$ cat src/rtl/ram64_burst_master_if.sv
// Bundles the command, write-stream, read-stream, status and Ram64-side signals
// of the burst master; the master modport is the controller's view.
interface ram64_burst_master_if #(
   parameter int DATA_W = 16,
   parameter int ADDR_W = 6
);
   logic              cmd_valid;
   logic              cmd_ready;
   logic              cmd_write;
   logic [ADDR_W-1:0] cmd_addr;
   logic [ADDR_W-1:0] cmd_len;

   logic [DATA_W-1:0] wr_data;
   logic              wr_valid;
   logic              wr_ready;

   logic [DATA_W-1:0] rd_data;
   logic              rd_valid;
   logic              rd_ready;

   logic              busy;
   logic              done;

   logic [DATA_W-1:0] ram_in;
   logic              ram_load;
   logic [ADDR_W-1:0] ram_address;
   logic [DATA_W-1:0] ram_out;

   modport master (
      input  cmd_valid, cmd_write, cmd_addr, cmd_len,
      input  wr_data, wr_valid, rd_ready, ram_out,
      output cmd_ready, wr_ready, rd_data, rd_valid,
      output busy, done, ram_in, ram_load, ram_address
   );

   modport slave (
      output cmd_valid, cmd_write, cmd_addr, cmd_len,
      output wr_data, wr_valid, rd_ready, ram_out,
      input  cmd_ready, wr_ready, rd_data, rd_valid,
      input  busy, done, ram_in, ram_load, ram_address
   );
endinterface

$ cat src/rtl/ram64_burst_master.sv
// Burst controller for a 64-word Ram64: streams write beats straight into the RAM
// and reads bursts back through a one-entry registered output stage.
module ram64_burst_master #(
   parameter int DATA_W = 16,
   parameter int ADDR_W = 6
) (
   input logic                  clock,
   input logic                  reset_n,
   ram64_burst_master_if.master bus
);

   typedef enum logic [2:0] {
      IDLE,
      WRITE,
      READ,
      DRAIN,
      DONE
   } state_t;

   state_t            state;
   state_t            state_next;
   logic [ADDR_W-1:0] ptr;
   logic [ADDR_W-1:0] count;
   logic [DATA_W-1:0] rd_data_q;
   logic              rd_valid_q;

   logic              cmd_take;
   logic              wr_beat;
   logic              rd_cap;
   logic              rd_take;

   always_ff @(posedge clock or negedge reset_n) begin
      if (!reset_n) begin
         state <= IDLE;
      end else begin
         state <= state_next;
      end
   end

   // The read stage refills whenever it is empty or being emptied, so a held
   // rd_ready sustains one beat per cycle.
   always_comb begin
      state_next = state;
      cmd_take   = 1'b0;
      wr_beat    = 1'b0;
      rd_cap     = 1'b0;
      rd_take    = 1'b0;
      case (state)
         IDLE: begin
            cmd_take = bus.cmd_valid;
            if (cmd_take) begin
               state_next = bus.cmd_write ? WRITE : READ;
            end
         end
         WRITE: begin
            wr_beat = bus.wr_valid;
            if (wr_beat && count == '0) begin
               state_next = DONE;
            end
         end
         READ: begin
            rd_cap = !rd_valid_q || bus.rd_ready;
            if (rd_cap && count == '0) begin
               state_next = DRAIN;
            end
         end
         DRAIN: begin
            rd_take = rd_valid_q && bus.rd_ready;
            if (rd_take) begin
               state_next = DONE;
            end
         end
         DONE: begin
            state_next = IDLE;
         end
         default: begin
            state_next = IDLE;
         end
      endcase
   end

   always_ff @(posedge clock or negedge reset_n) begin
      if (!reset_n) begin
         ptr        <= '0;
         count      <= '0;
         rd_data_q  <= '0;
         rd_valid_q <= 1'b0;
      end else begin
         if (cmd_take) begin
            ptr   <= bus.cmd_addr;
            count <= bus.cmd_len;
         end else if (wr_beat || rd_cap) begin
            ptr   <= ptr + 1'b1;
            count <= count - 1'b1;
         end
         if (rd_cap) begin
            rd_data_q  <= bus.ram_out;
            rd_valid_q <= 1'b1;
         end else if (rd_take) begin
            rd_valid_q <= 1'b0;
         end
      end
   end

   // ram_load is purely combinational on state, so an asserted reset kills it at once.
   assign bus.cmd_ready   = (state == IDLE);
   assign bus.busy        = (state != IDLE);
   assign bus.done        = (state == DONE);
   assign bus.wr_ready    = (state == WRITE);
   assign bus.ram_load    = wr_beat;
   assign bus.ram_in      = bus.wr_data;
   assign bus.ram_address = ptr;
   assign bus.rd_data     = rd_data_q;
   assign bus.rd_valid    = rd_valid_q;

endmodule

$ cat src/flat_wrapper.sv
// flat-port wrapper written by rule: the top's interface ports become plain ports
module ram64_burst_master_flat 
#(
   parameter int DATA_W = 16,
   parameter int ADDR_W = 6
)
  (clock, reset_n, bus_cmd_valid, bus_cmd_write, bus_cmd_addr, bus_cmd_len, bus_wr_data, bus_wr_valid, bus_rd_ready, bus_ram_out, bus_cmd_ready, bus_wr_ready, bus_rd_data, bus_rd_valid, bus_busy, bus_done, bus_ram_in, bus_ram_load, bus_ram_address);
  ram64_burst_master_if #(.DATA_W(DATA_W), .ADDR_W(ADDR_W)) bus_i ();
  input logic clock;
  input logic reset_n;
  input wire logic [$bits(bus_i.cmd_valid)-1:0] bus_cmd_valid;
  input wire logic [$bits(bus_i.cmd_write)-1:0] bus_cmd_write;
  input wire logic [$bits(bus_i.cmd_addr)-1:0] bus_cmd_addr;
  input wire logic [$bits(bus_i.cmd_len)-1:0] bus_cmd_len;
  input wire logic [$bits(bus_i.wr_data)-1:0] bus_wr_data;
  input wire logic [$bits(bus_i.wr_valid)-1:0] bus_wr_valid;
  input wire logic [$bits(bus_i.rd_ready)-1:0] bus_rd_ready;
  input wire logic [$bits(bus_i.ram_out)-1:0] bus_ram_out;
  output wire logic [$bits(bus_i.cmd_ready)-1:0] bus_cmd_ready;
  output wire logic [$bits(bus_i.wr_ready)-1:0] bus_wr_ready;
  output wire logic [$bits(bus_i.rd_data)-1:0] bus_rd_data;
  output wire logic [$bits(bus_i.rd_valid)-1:0] bus_rd_valid;
  output wire logic [$bits(bus_i.busy)-1:0] bus_busy;
  output wire logic [$bits(bus_i.done)-1:0] bus_done;
  output wire logic [$bits(bus_i.ram_in)-1:0] bus_ram_in;
  output wire logic [$bits(bus_i.ram_load)-1:0] bus_ram_load;
  output wire logic [$bits(bus_i.ram_address)-1:0] bus_ram_address;
  assign bus_i.cmd_valid = bus_cmd_valid;
  assign bus_i.cmd_write = bus_cmd_write;
  assign bus_i.cmd_addr = bus_cmd_addr;
  assign bus_i.cmd_len = bus_cmd_len;
  assign bus_i.wr_data = bus_wr_data;
  assign bus_i.wr_valid = bus_wr_valid;
  assign bus_i.rd_ready = bus_rd_ready;
  assign bus_i.ram_out = bus_ram_out;
  assign bus_cmd_ready = bus_i.cmd_ready;
  assign bus_wr_ready = bus_i.wr_ready;
  assign bus_rd_data = bus_i.rd_data;
  assign bus_rd_valid = bus_i.rd_valid;
  assign bus_busy = bus_i.busy;
  assign bus_done = bus_i.done;
  assign bus_ram_in = bus_i.ram_in;
  assign bus_ram_load = bus_i.ram_load;
  assign bus_ram_address = bus_i.ram_address;
  ram64_burst_master #(.DATA_W(DATA_W), .ADDR_W(ADDR_W)) u_core (.clock(clock), .reset_n(reset_n), .bus(bus_i));
endmodule
$ cat config.mk
export PLATFORM = sky130hd
export DESIGN_NAME = ram64_burst_master_flat
export DESIGN_NICKNAME = d
export VERILOG_FILES = /design/src/rtl/ram64_burst_master_if.sv /design/src/rtl/ram64_burst_master.sv /design/src/flat_wrapper.sv
export SDC_FILE = /design/constraint.sdc
export NUM_CORES = 1
export LEC_CHECK = 0
export CORE_MARGIN = 1.5
export CORE_UTILIZATION = 25
export CTS_BUF_LIST = sky130_fd_sc_hd__clkbuf_4
export CTS_CLUSTER_DIAMETER = 60
export DETAILED_ROUTE_END_ITERATION = 12
export HOLD_SLACK_MARGIN = 0.05
export SYNTH_ARGS = -nofsm -noshare
export SYNTH_HDL_FRONTEND = slang
export SYNTH_SLANG_ARGS = --single-unit
$ cat constraint.sdc
create_clock -name clock -period 2.5 [get_ports clock]
set_input_delay 0.375 -clock clock [delete_from_list [all_inputs] [get_ports clock]]
set_output_delay 0.375 -clock clock [all_outputs]
set_load 0.01 [all_outputs]
### Word level (Yosys, flattened, before mapping)

Index checks and enable logic that the tools add are counted.

* flip-flop bits (word level): 32
* bits in latches: 0
* RAM bits: 0
* memory bits (read-only): 0
* bits of input ports: 50
* output and inout port bits: 44
* word-level logic and storage cells: 43
* memories kept: 0

* add/sub/neg operators: 2
* multipliers: 0
* div/mod/pow operators: 0
* magnitude comparators: 0
* equality and inequality tests: 8
* shifts and indexed selects: 0
* multiplexer cells: 16
* bitwise operators: 0
* reduce and logical (&&, ||, !) cells: 12

Operators by type and width (number)
* two-way mux 6 bit: 4
* two-way mux 3 bit: 4
* one-hot mux 3 bit (4 select lines): 1
* adder 6 x 1 -> 6 bit, second input constant: 1
* equality test 3 x 2 -> 1 bit, second input constant: 2
* logical NOT 6 bit: 1
* two-way mux 1 bit: 6
* != test 2 x 1 -> 1 bit, second input constant: 3
* subtractor 6 x 1 -> 6 bit, second input constant: 1
* AND reduction 4 bit: 1
* nonzero test 2 bit: 2
* equality test 3 x 1 -> 1 bit, second input constant: 1
* equality test 3 bit, second input constant: 1
* logical AND 1 bit: 3
* logical NOT 3 bit: 1
* nonzero test 3 bit: 1
* logical OR 1 bit: 2
* two-way mux 2 bit: 1
* != test 2 bit, second input constant: 1
* logical NOT 1 bit: 1

### Longest topological paths before layout

* depth after elaboration: 6
* mapped depth: 6
* depth with buffers taken out: 6

### Least setup slack after synthesis

Ideal clock, no wire load.

* path type: register -> register
* start: reg u_core.state[2]
* end: reg u_core.rd_data_q[10] (netlist: u_core.bus.rd_data[10])
* data arrival time: 1.533 ns
* setup slack: 0.842 ns
* stages on the path, launching flop included: 6
* path buffers: 2
* path through: dfrtp_1 -> or2b_1 -> or3_1 -> buf_2 -> buf_6 -> mux2_4

* longest elaborated chain between the ends: 2

Ends and longest elaborated chain
* start: declaration: line ram64_burst_master.sv:20 `state_t state;`
* start signal: assignment: line ram64_burst_master.sv:36 `state <= state_next;`
* equality test 3 x 2 -> 1 bit: line ram64_burst_master.sv:48 `case (state)`
* two-way mux 1 bit: line ram64_burst_master.sv:48
* end signal: assignment: line ram64_burst_master.sv:97 `rd_data_q <= bus.ram_out;`
* end: declaration: line ram64_burst_master.sv:24 `logic [DATA_W-1:0] rd_data_q;`

Every way passes these cells.
A chain may end at the register's enable or synchronous reset.

### Final worst setup path

* start: reg u_core.state[0]
* end: out bus_ram_load

* longest elaborated chain between the ends: 2

Ends and longest elaborated chain
* equality test 3 x 1 -> 1 bit: line ram64_burst_master.sv:48
* two-way mux 1 bit: line ram64_burst_master.sv:48
* end: declaration: line flat_wrapper.sv:26 `output wire logic [$bits(bus_i.ram_load)-1:0] bus_ram_load;`

Every way passes these cells.

==> impl_metrics.csv <==
group,metric,value,unit
place,post-place-ws,0.327,ns
place,dp_cells,305,
floorplanning,dieArea,7560,um2
critical_path,crit_required,2.12,ns
cells_and_area,fin_area,2420,um2
logic_synthesis,synthArstFlopShare,100,%
cells_and_area,instances_no_fill,313,
floorplanning,die_h,87.0,um
global_route,antenna_found_initial,0,
route,vias,1413,
critical_path,reg2reg_from,"u_core.state[1]",
global_route,first_global_vias,1316,
route,drc_errors,0,
clock_network,insertion_delay,0.33,ns
critical_path,reg2reg_to,"u_core.state[0]",
timing,worst_pin_slew,0.688,ns
pwr,power_leakage,0.994,nW
clock_network,post_cts_buffers,0,
route,drt-initial-drc-count,48,
status,status,"finished, final reports clean",
route,via_per_inst,4.51,
logic_synthesis,netlist_area,1760,um2
timing,period_needed,2.21,ns
pwr,power.density,1180,nW/um2
logic_synthesis,yosysSeqAreaShare,45.4,%
critical_path,reg2reg_setup_slack,0.61,ns
critical_path,r2r_cells,5,
timing,relSlewSlack,54.2,%
cells_and_area,antenna_cells,0,
timing,fin_skew,0.0165,ns
pwr,peakVddDrop,0.511,mV
route,antenna_left,0,
logic_synthesis,ys.warnings.count,0,
logic_synthesis,yosys_register_bits,32,
critical_path,worstSetupStartpointType,"flop",
pwr,finalPower,0.00287,W
route,firstDrtPassIters,4,
cells_and_area,finalNetCount,269,
place,post_dp_cell_area,2340,um2
clock_network,post_cts_resized,0,
logic_synthesis,ys_types,35,
critical_path,crit_type,"flop to primary output",
critical_path,crit_chain,"nand2b_1 > nor2_1 > and2_1 > clkdlybuf4s50_1",
cells_and_area,drive_above_1_share,13.4,%
clock_network,cts_num_sinks,32,
timing,setup_violations,0,
timing,report.final.slew_viol_count,0,
global_route,grt_max_degree,33,
logic_synthesis,synth_edf_count,0,
clock_network,tritoncts,"done",
critical_path,cpPeakStageDelay,0.56,ns
floorplanning,initial_utilization,25.9,%
critical_path,cp.arrival,1.84,ns
logic_synthesis,synth_xor_area_share,0,%
global_route,track_usage,10.3,%
global_route,grt_overflow,0,
timing,min_period_over_period,88.5,%
clock_network,cts_inserted_buffers,5,
logic_synthesis,synthMuxAreaShare,12.3,%
place,port_buffers,61,
logic_synthesis,synthSimpleGateAreaFrac,17.5,%
logic_synthesis,syn_area_per_cell,10.4,um2
cells_and_area,syn_to_final_growth,37.5,%
timing,rsz0062_at_grt,"false",
clock_network,clk_pin_slew_worst_paths,0.11,ns
floorplanning,rows,30,
critical_path,crit_path_end_kind,"primary output",
logic_synthesis,synth_nets,223,
place,dpl.hpwl,2750,um
clock_network,cts_hold_buf,0,
clock_network,ctsRootBufferMaster,"clkbuf_4",
hold_path,min_path_type,"primary input to async pin",
place,place_congestion,0.810,
route,post_drt_wl_per_cell,12.4,um
timing,fmax,452,MHz
critical_path,cp_slowest_cell,"dfrtp_1",
critical_path,critPathMaxFanout,12,
clock_network,cts.path.max_buffers,2,
floorplanning,ioPinCount,94,
route,wirelength,3870,um
logic_synthesis,synth-main-ff-cell,"dfrtp_1",
clock_network,h-tree-depth,2,
timing,hold_viol_final,0,
logic_synthesis,synth_compound_area_share,11.0,%
logic_synthesis,synth-adder-area-share,2.13,%
timing,fin_tns_setup,0,ns
job,maxCapViolCount,0,
floorplanning,core,6790,um2
timing,fin_ws,0.286,ns
global_route,grt_first_pass_wirelength,6100,um
logic_synthesis,syn_inst,170,
floorplanning,die_x,87.0,um
logic_synthesis,synth_top_family_by_area,"simple AND/OR/NAND/NOR gates",
## placed cells by master, fill, tap and decap left out, drive strengths merged, types with 2 or more instances in the layout
cell,instances
clkdlybuf4s50,61
dfrtp,32
mux2,16
nor2,11
or3,11
o21ai,10
nand3,7
a31oi,7
inv,7
nand2,6
clkbuf,6
a21oi,5
nor3,4
buf,4
or4,3
ha,3
nand2b,2
nor3b,2
nand3b,2
o31a,2
o211ai,2
o311ai,2
## final cells by class
class	instances	area, um2
Tap cell	96	120
Inverter	7	26.3
Timing Repair Buffer	65	641
Clock inverter	2	35.0
Fill cell	697	4370
Clock buffer	6	45.0
Multi-Input combinational cell	105	757
Sequential cell	32	801
## through the flow
stage                     hold slack [ns]  utilization (%)
after floorplan                    0.0794                -
after global placement              0.489             34.5
after detailed placement            0.496             34.5
after CTS                           0.437             35.7
after global routing                0.471             35.7
final                               0.435             35.7
## synth_stat cells, types with 6 or more instances
cell | n | area [um2]
inv_1 | 6 | 22.5
or3_1 | 11 | 68.8
dfrtp_1 | 32 | 801
nand2_1 | 6 | 22.5
o21ai_0 | 10 | 50.1
mux2_4 | 10 | 150
nand3_1 | 7 | 35.0
buf_4 | 17 | 128
nor2_1 | 11 | 41.3
a31oi_1 | 7 | 43.8
mux2_2 | 6 | 67.6
## power by group
group          switching (W)  internal (W)  total, W
combinational       0.000604      0.000869   0.00147
clock               0.000179      0.000220  0.000400
sequential          0.000220      0.000779  0.000999
total                0.00100       0.00187   0.00287
## worst max path at each step
| stage | from | depth (start not counted) | slack (ns) | to |
|---|---|---|---|---|
| 6_report | u_core.state[0] | 4 | 0.29 | bus_ram_load |
| 5_1_grt | u_core.state[0] | 4 | 0.16 | bus_ram_load |
| 4_1_cts | u_core.state[2] | 3 | 0.26 | bus_cmd_ready |
| 3_5_place_dp | bus_rd_ready | 5 | 0.33 | u_core.count[3] |
| 3_3_place_gp | bus_rd_ready | 5 | 0.36 | u_core.bus.ram_address[3] |
| 2_1_floorplan | u_core.state[2] | 5 | 0.84 | u_core.bus.rd_data[10] |
## cell families (layout without fill, tap and decap cells)
family / Yosys count / count (layout)
AO/OA/AOI/OAI: 31 / 31
multiplexers: 16 / 16
buffers and inverters: 33 / 80
adder cells (fa/ha/maj): 3 / 3
flip-flops: 32 / 32
AND/OR/NAND/NOR: 55 / 55
## per-layer routing
metal	part of all wire, %	track usage (%)	vias up
met5	0	0	-
met4	0.41	2.64	0
met3	9.7	3.70	3
met2	42	15.8	72
met1	48	13.8	656
li1	-	-	682
## worst max-delay path: cells and delay by family, from the launching register on
| kind | cells | cell delay [ns] |
|---|---|---|
| buf+inv | 1 | 0.53 |
| flops | 1 | 0.56 |
| simple gates | 3 | 0.43 |
## flip-flops by register name (all words and copies together) (netlist names)
register and flops:
u_core.bus.ram_address 6, u_core.bus.rd_data 16, u_core.bus.rd_valid 1, u_core.count 6, u_core.state 3
(Power assumes the default switching activity.)
